--- src/rtl/hms_time_counter.sv ---
// BCD hours:minutes:seconds timekeeper driven by the 1 Hz enable tick.
// Set pulses take priority over ticks; rollover events are reported as one-cycle pulses.
module hms_time_counter #(
  parameter bit H24 = 1'b1
) (
  input  logic       clk,
  input  logic       reset,
  input  logic       enable,
  input  logic       hold,
  input  logic       set_min,
  input  logic       set_hour,
  output logic [3:0] sec_ones,
  output logic [2:0] sec_tens,
  output logic [3:0] min_ones,
  output logic [2:0] min_tens,
  output logic [3:0] hr_ones,
  output logic [1:0] hr_tens,
  output logic       pm,
  output logic       sec_pulse,
  output logic       min_roll,
  output logic       day_wrap
);

  logic       tick;
  logic       sec_wrap;
  logic       min_wrap;
  logic       hr_last;
  logic [3:0] sec_ones_inc;
  logic [2:0] sec_tens_inc;
  logic [3:0] min_ones_inc;
  logic [2:0] min_tens_inc;
  logic [3:0] hr_ones_inc;
  logic [1:0] hr_tens_inc;
  logic       pm_inc;

  // A set pulse in the same cycle swallows the tick rather than queueing it.
  assign tick     = enable & ~hold & ~set_min & ~set_hour;
  assign sec_wrap = (sec_tens == 3'd5) && (sec_ones == 4'd9);
  assign min_wrap = (min_tens == 3'd5) && (min_ones == 4'd9);
  assign hr_last  = H24 ? ((hr_tens == 2'd2) && (hr_ones == 4'd3))
                        : ((hr_tens == 2'd1) && (hr_ones == 4'd1) && pm);

  always_comb begin
    sec_ones_inc = (sec_ones == 4'd9) ? 4'd0 : sec_ones + 4'd1;
    sec_tens_inc = sec_tens;
    if (sec_ones == 4'd9)
      sec_tens_inc = (sec_tens == 3'd5) ? 3'd0 : sec_tens + 3'd1;

    min_ones_inc = (min_ones == 4'd9) ? 4'd0 : min_ones + 4'd1;
    min_tens_inc = min_tens;
    if (min_ones == 4'd9)
      min_tens_inc = (min_tens == 3'd5) ? 3'd0 : min_tens + 3'd1;
  end

  // 12-hour sequence: 12,01..11, with pm flipping on the 11->12 step.
  always_comb begin
    hr_tens_inc = hr_tens;
    hr_ones_inc = hr_ones;
    pm_inc      = pm;
    if (H24) begin
      if ((hr_tens == 2'd2) && (hr_ones == 4'd3)) begin
        hr_tens_inc = 2'd0;
        hr_ones_inc = 4'd0;
      end else if (hr_ones == 4'd9) begin
        hr_tens_inc = hr_tens + 2'd1;
        hr_ones_inc = 4'd0;
      end else begin
        hr_ones_inc = hr_ones + 4'd1;
      end
    end else begin
      if ((hr_tens == 2'd1) && (hr_ones == 4'd1)) begin
        hr_tens_inc = 2'd1;
        hr_ones_inc = 4'd2;
        pm_inc      = ~pm;
      end else if ((hr_tens == 2'd1) && (hr_ones == 4'd2)) begin
        hr_tens_inc = 2'd0;
        hr_ones_inc = 4'd1;
      end else if (hr_ones == 4'd9) begin
        hr_tens_inc = 2'd1;
        hr_ones_inc = 4'd0;
      end else begin
        hr_ones_inc = hr_ones + 4'd1;
      end
    end
  end

  always_ff @(posedge clk) begin
    if (reset) begin
      sec_ones  <= 4'd0;
      sec_tens  <= 3'd0;
      min_ones  <= 4'd0;
      min_tens  <= 3'd0;
      hr_ones   <= H24 ? 4'd0 : 4'd2;
      hr_tens   <= H24 ? 2'd0 : 2'd1;
      pm        <= 1'b0;
      sec_pulse <= 1'b0;
      min_roll  <= 1'b0;
      day_wrap  <= 1'b0;
    end else begin
      sec_pulse <= tick;
      min_roll  <= tick & sec_wrap;
      day_wrap  <= tick & sec_wrap & min_wrap & hr_last;

      if (set_min) begin
        min_ones <= min_ones_inc;
        min_tens <= min_tens_inc;
      end
      if (set_hour) begin
        hr_ones <= hr_ones_inc;
        hr_tens <= hr_tens_inc;
        pm      <= pm_inc;
      end

      if (tick) begin
        sec_ones <= sec_ones_inc;
        sec_tens <= sec_tens_inc;
        if (sec_wrap) begin
          min_ones <= min_ones_inc;
          min_tens <= min_tens_inc;
          if (min_wrap) begin
            hr_ones <= hr_ones_inc;
            hr_tens <= hr_tens_inc;
            pm      <= pm_inc;
          end
        end
      end
    end
  end

endmodule

--- config.mk ---
export PLATFORM = sky130hd
export DESIGN_NAME = hms_time_counter
export DESIGN_NICKNAME = d
export VERILOG_FILES = /design/src/rtl/hms_time_counter.sv
export SDC_FILE = /design/constraint.sdc
export NUM_CORES = 1
export LEC_CHECK = 0
export CAP_MARGIN = 10
export CELL_PAD_IN_SITES_DETAIL_PLACEMENT = 1
export CELL_PAD_IN_SITES_GLOBAL_PLACEMENT = 1
export CORE_MARGIN = 2
export CORE_UTILIZATION = 39
export CTS_CLUSTER_DIAMETER = 120
export DETAILED_ROUTE_END_ITERATION = 10
export PLACE_DENSITY = 0.9
export SKIP_CTS_REPAIR_TIMING = 1
export SYNTH_ARGS = -nofsm -noshare
export SYNTH_HDL_FRONTEND = slang
export SYNTH_SLANG_ARGS = --single-unit
--- constraint.sdc ---
create_clock -name clk -period 3 [get_ports clk]
set_input_delay 0.45 -clock clk [delete_from_list [all_inputs] [get_ports clk]]
set_output_delay 0.45 -clock clk [all_outputs]
set_load 0.1 [all_outputs]
==> impl_metrics.csv, run 1 <==
group,metric,value,unit
grt,grt_max_degree,24,
critical_path,criticalPathCategory,"in2reg",
power_and_ir_drop,max-vdd-ir-drop,138,uV
power_and_ir_drop,power.density,365,nW/um2
route,antenna_left,0,
cts,clk_path_buf_depth,2,
cts,root_buffer,"clkbuf_4",
synth,yosys.area_share.adder,3.04,%
route,drt_iter0_drc,20,
floorplanning,core_area,3030,um2
timing,fin_crit,2110,ps
synth,yosysWarnings,0,
cts,htreeDepth,1,
synth,synth_cell_types,49,
synth,syn_nets,145,
timing,hold_slack,518,ps
timing,rsz0062_at_grt,"no",
timing,hold_viol,0,
critical_path,end_kind,"flip-flop",
critical_path,critPathArrivalTime,2330,ps
critical_path,cp.required,3220,ps
synth,synth_area_leaders,"dfxtp_1 37%, a21oi_1 4.5%, o21ai_0 4.1%, ha_1 3.0%, nor2_1 2.7%",
cts,cts_tree,"yes",
place,portBuffers,28,
cts,numCtsBuffers,3,
route,drc,0,
synth,muxShareOfSynthArea,0.811,%
synth,synth_top_cell_by_area,"dfxtp_1",
critical_path,reg2reg_slack,1050,ps
synth,syn_inst,136,
worst_hold_path,hold_class,"reg2reg",
synth,post_synth_xor_area_fraction,2.13,%
layout,design_area,1520,um2
cts,clkLatencyLatePin,310,ps
place,place.detailed.hpwl,2470,um
floorplanning,die_h,60.3,um
route,vias,1185,
grt,grt_pass1_vias,1149,
timing,timing.fmax,473,MHz
layout,multiInputGateArea,716,um2
synth,synth_most_common_cell,"dfxtp_1",
timing,fin_setup_tns,0,ps
route,routed_wirelength,3330,um
power_and_ir_drop,intPower,384,uW
layout,diodes,0,
run,cap_violations,0,
timing,period_share,70.5,%
grt,overflow,0,
power_and_ir_drop,power.total,554,uW
floorplanning,row_count,20,
power_and_ir_drop,p_switching,170,uW
grt,antenna_found_initial,0,
synth,yosys-top-cells-count,"23 x dfxtp_1, 11 x a21oi_1, 10 x o21ai_0",
cts,path_clk_slew,130,ps
cts,clkSinkCount,23,
floorplanning,die_x,60.3,um
layout,area_delta_synth_final,23.0,%
synth,ys.flop_type,"dfxtp_1",
timing,slew_violations,0,
layout,final_nets,173,
timing,worst_clock_skew,3.16,ps
synth,syn_avg_cell_area,9.08,um2
route,firstDrtPassIters,4,
power_and_ir_drop,switching_share,30.8,%
run_status,status,"complete, no violations",
synth,synth_compound_area_share,21.3,%
grt,grt_use_total,20.4,%
synth,synth_edf_count,0,
place,gp_congestion,0.807,
synth,synth-seq-cells,23,
critical_path,worstPathMaxFanout,10,
layout,post_route_cells_drive_above_1_share,21.5,%
route,wl_per_cell,16.1,um
floorplanning,io_pins,30,
layout,fillCellCount,363,
synth,netlist_area,1230,um2
power_and_ir_drop,p_clk_share,26.6,%
route,vias_per_cell,5.72,
layout,seqCellArea,460,um2
synth,synth_top_cell_area_share,37.3,%
synth,yosysSeqAreaShare,37.3,%
synth,async_flop_share,0,%
floorplanning,start_util,40.8,%
layout,fin_util,50.2,%
timing,setup_viol,0,
power_and_ir_drop,pwr-share-comb,15.8,%
place,placed_cell_area,1490,um2
synth,post_synth_and_or_nand_nor_area_fraction,30.4,%
grt,grt_pass1_wl,5640,um
floorplanning,die_area,3630,um2
power_and_ir_drop,power_frac_seq,57.6,%
synth,synth_top_family_by_area,"simple AND/OR/NAND/NOR gates",
critical_path,start_kind,"primary input",
power_and_ir_drop,p_leak,0.576,nW
critical path: stages:
cell	delay, ps
clkdlybuf4s50_1	570
nor4b_4	370
buf_4	220
a41oi_2	190
a211o_1	290
a32o_1	250
cells by family after synthesis:
kind of cell | count (synthesis)
other | 1
buffers and inverters | 13
AOI/OAI and AO/OA | 37
DFF | 23
adders and majority gates | 3
and+or+nand+nor | 55
muxes | 1
xor gates and xnor gates | 3
final cells by class:
type | count | share of cell area [%]
inverter | 6 | 1.48
sequential | 23 | 30.3
multi-input combinational | 100 | 47.1
tap | 44 | 3.62
clock buffer | 3 | 1.48
timing repair buffer | 30 | 15.7
clock inverter | 1 | 0.329
cells in the final DEF (no fill, tap or decap), drive strengths merged, types with 3 or more instances in the layout:
cell type,n
a41o,3
dfxtp,23
nand3,4
nor3,3
a41oi,5
a21oi,11
buf,25
o21ai,10
nor2b,4
clkbuf,3
or3,3
ha,3
clkdlybuf4s50,5
nand4b,3
nand3b,3
inv,6
nand2,6
nor2,9
per-stage QoR:
step | cells | worst slack (ps)
6_report | 207 | 886
3_5_place_dp | 203 | 569
4_1_cts | 207 | 903
2_1_floorplan | 136 | 599
3_3_place_gp | 203 | 649
5_1_grt | 207 | 751
flip-flops by register name, summed over array words and instances, names as in the netlist:
| register | count |
|---|---|
| day_wrap | 1 |
| hr_ones | 4 |
| hr_tens | 2 |
| min_ones | 4 |
| min_roll | 1 |
| min_tens | 3 |
| sec_ones | 4 |
| sec_pulse | 1 |
| sec_tens | 3 |
routing by layer:
layer	global-route usage (%)	wire length, um
met1	25.4	1490
met2	35.9	1740
met3	3.46	80
met4	6.03	17
met5	0	0
final timing paths:
path                                   from           to  cells after the start
worst min-delay path            min_tens[0]  min_tens[0]                      2
worst min register to register  min_tens[0]  min_tens[0]                      2
worst max register to register   hr_ones[0]   hr_ones[3]                      5
worst max-delay path               set_hour   hr_ones[3]                      6
power groups by stage:
stage | Clock, mW | Sequential, mW | Combinational (mW)
after floorplan | 0 | 0.353 | 0.0344
after global placement | 0 | 0.325 | 0.0845
after detailed placement | 0 | 0.326 | 0.0871
after CTS | 0.156 | 0.319 | 0.0874
after global routing | 0.170 | 0.321 | 0.0921
final | 0.147 | 0.319 | 0.0873
No activity file was read; power rests on OpenSTA's default activity.
==> run 2: changes to the inputs <==
--- a/config.mk
+++ b/config.mk
@@ -9,10 +9,10 @@
 export CELL_PAD_IN_SITES_DETAIL_PLACEMENT = 1
 export CELL_PAD_IN_SITES_GLOBAL_PLACEMENT = 1
 export CORE_MARGIN = 2
-export CORE_UTILIZATION = 39
+export CORE_UTILIZATION = 36
 export CTS_CLUSTER_DIAMETER = 120
 export DETAILED_ROUTE_END_ITERATION = 10
-export PLACE_DENSITY = 0.9
+export PLACE_DENSITY = 0.84
 export SKIP_CTS_REPAIR_TIMING = 1
 export SYNTH_ARGS = -nofsm -noshare
 export SYNTH_HDL_FRONTEND = slang
==> constraint.sdc (replaced) <==
create_clock -name clk -period 2.2 [get_ports clk]
set_input_delay 0.33 -clock clk [delete_from_list [all_inputs] [get_ports clk]]
set_output_delay 0.33 -clock clk [all_outputs]
set_load 0.1 [all_outputs]
==> impl_metrics.csv, run 2 (same netlist as run 1, synthesis figures left out) <==
group,metric,value,unit
layout,area_delta_synth_final,26.1,%
grt,grt_pass1_vias,1267,
floorplanning,row_count,21,
route,wl_per_cell,16.1,um
route,vias_per_cell,5.64,
power_and_ir_drop,p_leak,0.596,nW
critical_path,cp_slowest_stage_delay,410,ps
route,vias,1202,
place,place.detailed.hpwl,2590,um
critical_path,criticalPathCategory,"reg2reg",
critical_path,cp.required,2400,ps
layout,post_route_cells_drive_above_1_share,26.3,%
cts,clkSinkCount,23,
run,cap_violations,0,
grt,overflow,0,
grt,grt_use_total,18.8,%
timing,timing.fmax,520,MHz
cts,clk_path_buf_depth,2,
place,portBuffers,28,
floorplanning,die_x,62.6,um
critical_path,critPathBufInv,1,
route,routed_wirelength,3430,um
layout,layout_commonest_cell,"buf_4",
cts,htreeDepth,1,
route,drt_iter0_drc,65,
floorplanning,start_util,37.3,%
timing,hold_slack,503,ps
timing,hold_viol,0,
critical_path,crit_chain,"nor3b_4 > a41oi_2 > buf_4 > o311ai_0 > o21ai_0",
layout,diodes,0,
timing,worst_clock_skew,3.05,ps
grt,antenna_found_initial,0,
critical_path,end_kind,"flip-flop",
layout,multiInputGateArea,716,um2
layout,largestRegisters,"hr_ones x4, min_ones x4, sec_ones x4",
timing,period_share,87.5,%
floorplanning,core_area,3310,um2
grt,gr-max-usage-layer,"met2",
critical_path,reg2reg_slack,280,ps
worst_hold_path,hold_class,"reg2reg",
grt,grt_max_degree,19,
place,placed_cell_area,1530,um2
grt,grtUsageMet2,34.7,%
grt,grt_pass1_wl,5910,um
critical_path,critPathArrivalTime,2120,ps
timing,fin_crit,1920,ps
critical_path,cpLargestDelayFamily,"compound AO/OA/AOI/OAI gates",
layout,final_cell_mix,"29 x buf_4, 17 x dfxtp_1, 11 x a21oi_1, 10 x o21ai_0, 9 x nor2_1",
grt,met3_usage,2.52,%
run_status,status,"complete, no violations",
power_and_ir_drop,power.density,494,nW/um2
power_and_ir_drop,max-vdd-ir-drop,208,uV
cts,clkLatencyLatePin,330,ps
route,drc,0,
floorplanning,io_pins,30,
layout,fillCellCount,407,
layout,fin_util,47.1,%
cts,path_clk_slew,130,ps
place,dp.cells,209,
critical_path,start_kind,"flip-flop",
layout,final_nets,177,
grt,use_met1,21.2,%
cts,numCtsBuffers,3,
timing,rsz0062_at_grt,"no",
cts,cts_tree,"yes",
layout,seqCellArea,468,um2
cts,root_buffer,"clkbuf_4",
timing,setup_viol,0,
route,antenna_left,0,
layout,design_area,1560,um2
floorplanning,die_area,3920,um2
floorplanning,die_h,62.6,um
place,gp_congestion,0.798,
layout,final_cell_count_no_fill,213,
critical_path,worstPathMaxFanout,7,
critical_path,cp_slowest_cell,"dfxtp_1",
timing,slew_violations,0,
route,firstDrtPassIters,4,
-- run 2: area by class of cell --
| class | count | area share (%) |
|---|---|---|
| Clock buffer | 4 | 1.69 |
| Inverter | 6 | 1.45 |
| Multi-Input combinational cell | 100 | 45.9 |
| Sequential cell | 23 | 30.0 |
| Tap cell | 46 | 3.69 |
| Timing Repair Buffer | 34 | 17.2 |
-- run 2: routing by layer --
metal	routed length [um]	up-vias
li1	-	575
met1	1370	596
met2	1870	26
met3	121	5
met4	74	0
met5	0	-
-- run 2: per-stage QoR --
step | setup TNS [ps] | worst slack, ps | total power [mW]
6_report | 0 | 276 | 0.769
2_1_floorplan | -40.6 | -40.6 | 0.529
5_1_grt | 0 | 66.8 | 0.800
3_3_place_gp | 0 | 87.5 | 0.565
4_1_cts | 0 | 234 | 0.773
3_5_place_dp | -116 | -116 | 0.569
-- run 2: worst reg2reg max path, delay by kind of cell (launching register included) --
kind / cells / cell delay [ps]
buffers and inverters: 1 / 220
AO/OA/AOI/OAI: 3 / 760
AND/OR/NAND/NOR: 1 / 400
flip-flops: 1 / 410
-- run 2: path summary, 6_finish.rpt --
check | start | to | cells past startpoint
worst max-delay path | sec_ones[1] | min_ones[3] | 5
worst min-delay path | sec_tens[2] | sec_tens[2] | 2
worst min register to register | sec_tens[2] | sec_tens[2] | 2
worst max register to register | sec_ones[1] | min_ones[3] | 5
-- run 2: power by group --
part | switching [mW] | internal, mW
Clock | 0.138 | 0.0713
Combinational | 0.0877 | 0.0367
Sequential | 0.0124 | 0.423
==> run 3: changes to the inputs <==
--- a/config.mk
+++ b/config.mk
@@ -5,12 +5,12 @@
 export SDC_FILE = /design/constraint.sdc
 export NUM_CORES = 1
 export LEC_CHECK = 0
-export CAP_MARGIN = 10
+export CAP_MARGIN = 30
 export CELL_PAD_IN_SITES_DETAIL_PLACEMENT = 1
 export CELL_PAD_IN_SITES_GLOBAL_PLACEMENT = 1
+export CORE_ASPECT_RATIO = 0.8
 export CORE_MARGIN = 2
 export CORE_UTILIZATION = 36
-export CTS_CLUSTER_DIAMETER = 120
 export DETAILED_ROUTE_END_ITERATION = 10
 export PLACE_DENSITY = 0.84
 export SKIP_CTS_REPAIR_TIMING = 1
==> impl_metrics.csv, run 3 (same netlist as run 1, synthesis figures left out) <==
group,metric,value,unit
run_status,status,"complete, no violations",
floorplanning,die_x,69.5,um
cts,numCtsBuffers,3,
timing,slew_violations,0,
route,drt_iter0_drc,64,
cts,root_buffer,"clkbuf_8",
layout,diodes,0,
layout,post_route_cells_drive_above_1_share,26.8,%
grt,antenna_found_initial,0,
timing,timing.fmax,511,MHz
route,antenna_left,0,
timing,worst_clock_skew,8.72,ps
route,vias_per_cell,5.72,
layout,largestRegisters,"hr_ones x4, min_ones x4, sec_ones x4",
grt,grt_max_degree,23,
place,dp.cells,204,
power_and_ir_drop,power.total,821,uW
layout,final_cell_count_no_fill,208,
timing,hold_viol,0,
place,gp_congestion,0.800,
timing,fin_crit,1960,ps
place,dp_slack,-10.3,ps
layout,final_nets,178,
floorplanning,row_count,18,
cts,path_clk_slew,80,ps
grt,grt_use_total,18.0,%
timing,worst_slack,244,ps
floorplanning,start_util,38.9,%
route,firstDrtPassIters,4,
place,place.detailed.hpwl,2520,um
cts,clkSinkCount,23,
cts,clkLatencyLatePin,270,ps
cts,htreeDepth,1,
layout,area_delta_synth_final,27.7,%
cts,cts_tree,"yes",
floorplanning,die_h,56.4,um
timing,period_share,88.9,%
route,routed_wirelength,3310,um
timing,rsz0062_at_grt,"no",
run,cap_violations,0,
layout,layout_commonest_cell,"buf_4",
floorplanning,io_pins,30,
floorplanning,die_area,3920,um2
cts,clk_path_buf_depth,2,
route,vias,1190,
place,portBuffers,28,
critical_path,end_kind,"flip-flop",
power_and_ir_drop,p_leak,0.609,nW
route,wl_per_cell,15.9,um
grt,grt_pass1_vias,1156,
timing,fin_setup_tns,0,ps
layout,final_cell_mix,"30 x buf_4, 17 x dfxtp_1, 11 x a21oi_1, 10 x o21ai_0, 9 x nor2_1",
critical_path,start_kind,"primary input",
layout,fillCellCount,363,
grt,overflow,0,
critical_path,cp.required,2380,ps
timing,setup_viol,0,
critical_path,worstPathMaxFanout,10,
grt,grt_pass1_wl,5750,um
power_and_ir_drop,power.density,521,nW/um2
critical_path,criticalPathCategory,"in2reg",
timing,hold_slack,511,ps
power_and_ir_drop,max-vdd-ir-drop,283,uV
critical_path,critPathArrivalTime,2140,ps
floorplanning,core_area,3180,um2
worst_hold_path,hold_class,"reg2reg",
route,drc,0,
## run 3: cell types whose count changed in the layout (fill, tap and decap cells not counted), sizes merged
cell / change
buf: +1
## run 3: path summary, 6_finish.rpt
kind	slack [ps]	to	start	cells after the start
worst max-delay path	240	sec_tens[2]	set_hour	6
worst min-delay path	510	sec_ones[3]	sec_ones[3]	2
worst max register to register	350	min_tens[2]	sec_tens[1]	4
worst min register to register	510	sec_ones[3]	sec_ones[3]	2
## run 3: final cells by class
| cell class | count | area, um2 | area share [%] |
|---|---|---|---|
| Inverter | 6 | 22.5 | 1.43 |
| Clock buffer | 4 | 45.0 | 2.86 |
| Sequential cell | 23 | 468 | 29.7 |
| Tap cell | 40 | 50.0 | 3.17 |
| Multi-Input combinational cell | 100 | 716 | 45.4 |
| Timing Repair Buffer | 35 | 275 | 17.5 |
## run 3: metrics by stage
stage,utilization (%),instance area [um2]
3_5_place_dp,48.2,1530
2_1_floorplan,-,1240
6_report,49.6,1580
4_1_cts,49.6,1580
5_1_grt,49.6,1580
3_3_place_gp,48.2,1530
## run 3: routing by layer
layer	part of all wire, %	up-vias	global-route usage, %
met2	48	34	29.8
li1	-	581	-
met4	0.51	0	3.64
met5	0	-	0
met3	5.3	4	4.85
met1	46	571	23.6
## run 3: power by group
part / switching [mW] / leakage [nW] / internal [mW]
sequential: 0.0112 / 0.189 / 0.422
combinational: 0.0880 / 0.398 / 0.0365
clock: 0.134 / 0.0228 / 0.129
## run 3: critical path: stages
cell	delay (ps)
clkdlybuf4s50_1	480
nor4b_4	340
buf_4	220
nand4_2	170
or3b_1	420
a21oi_1	170
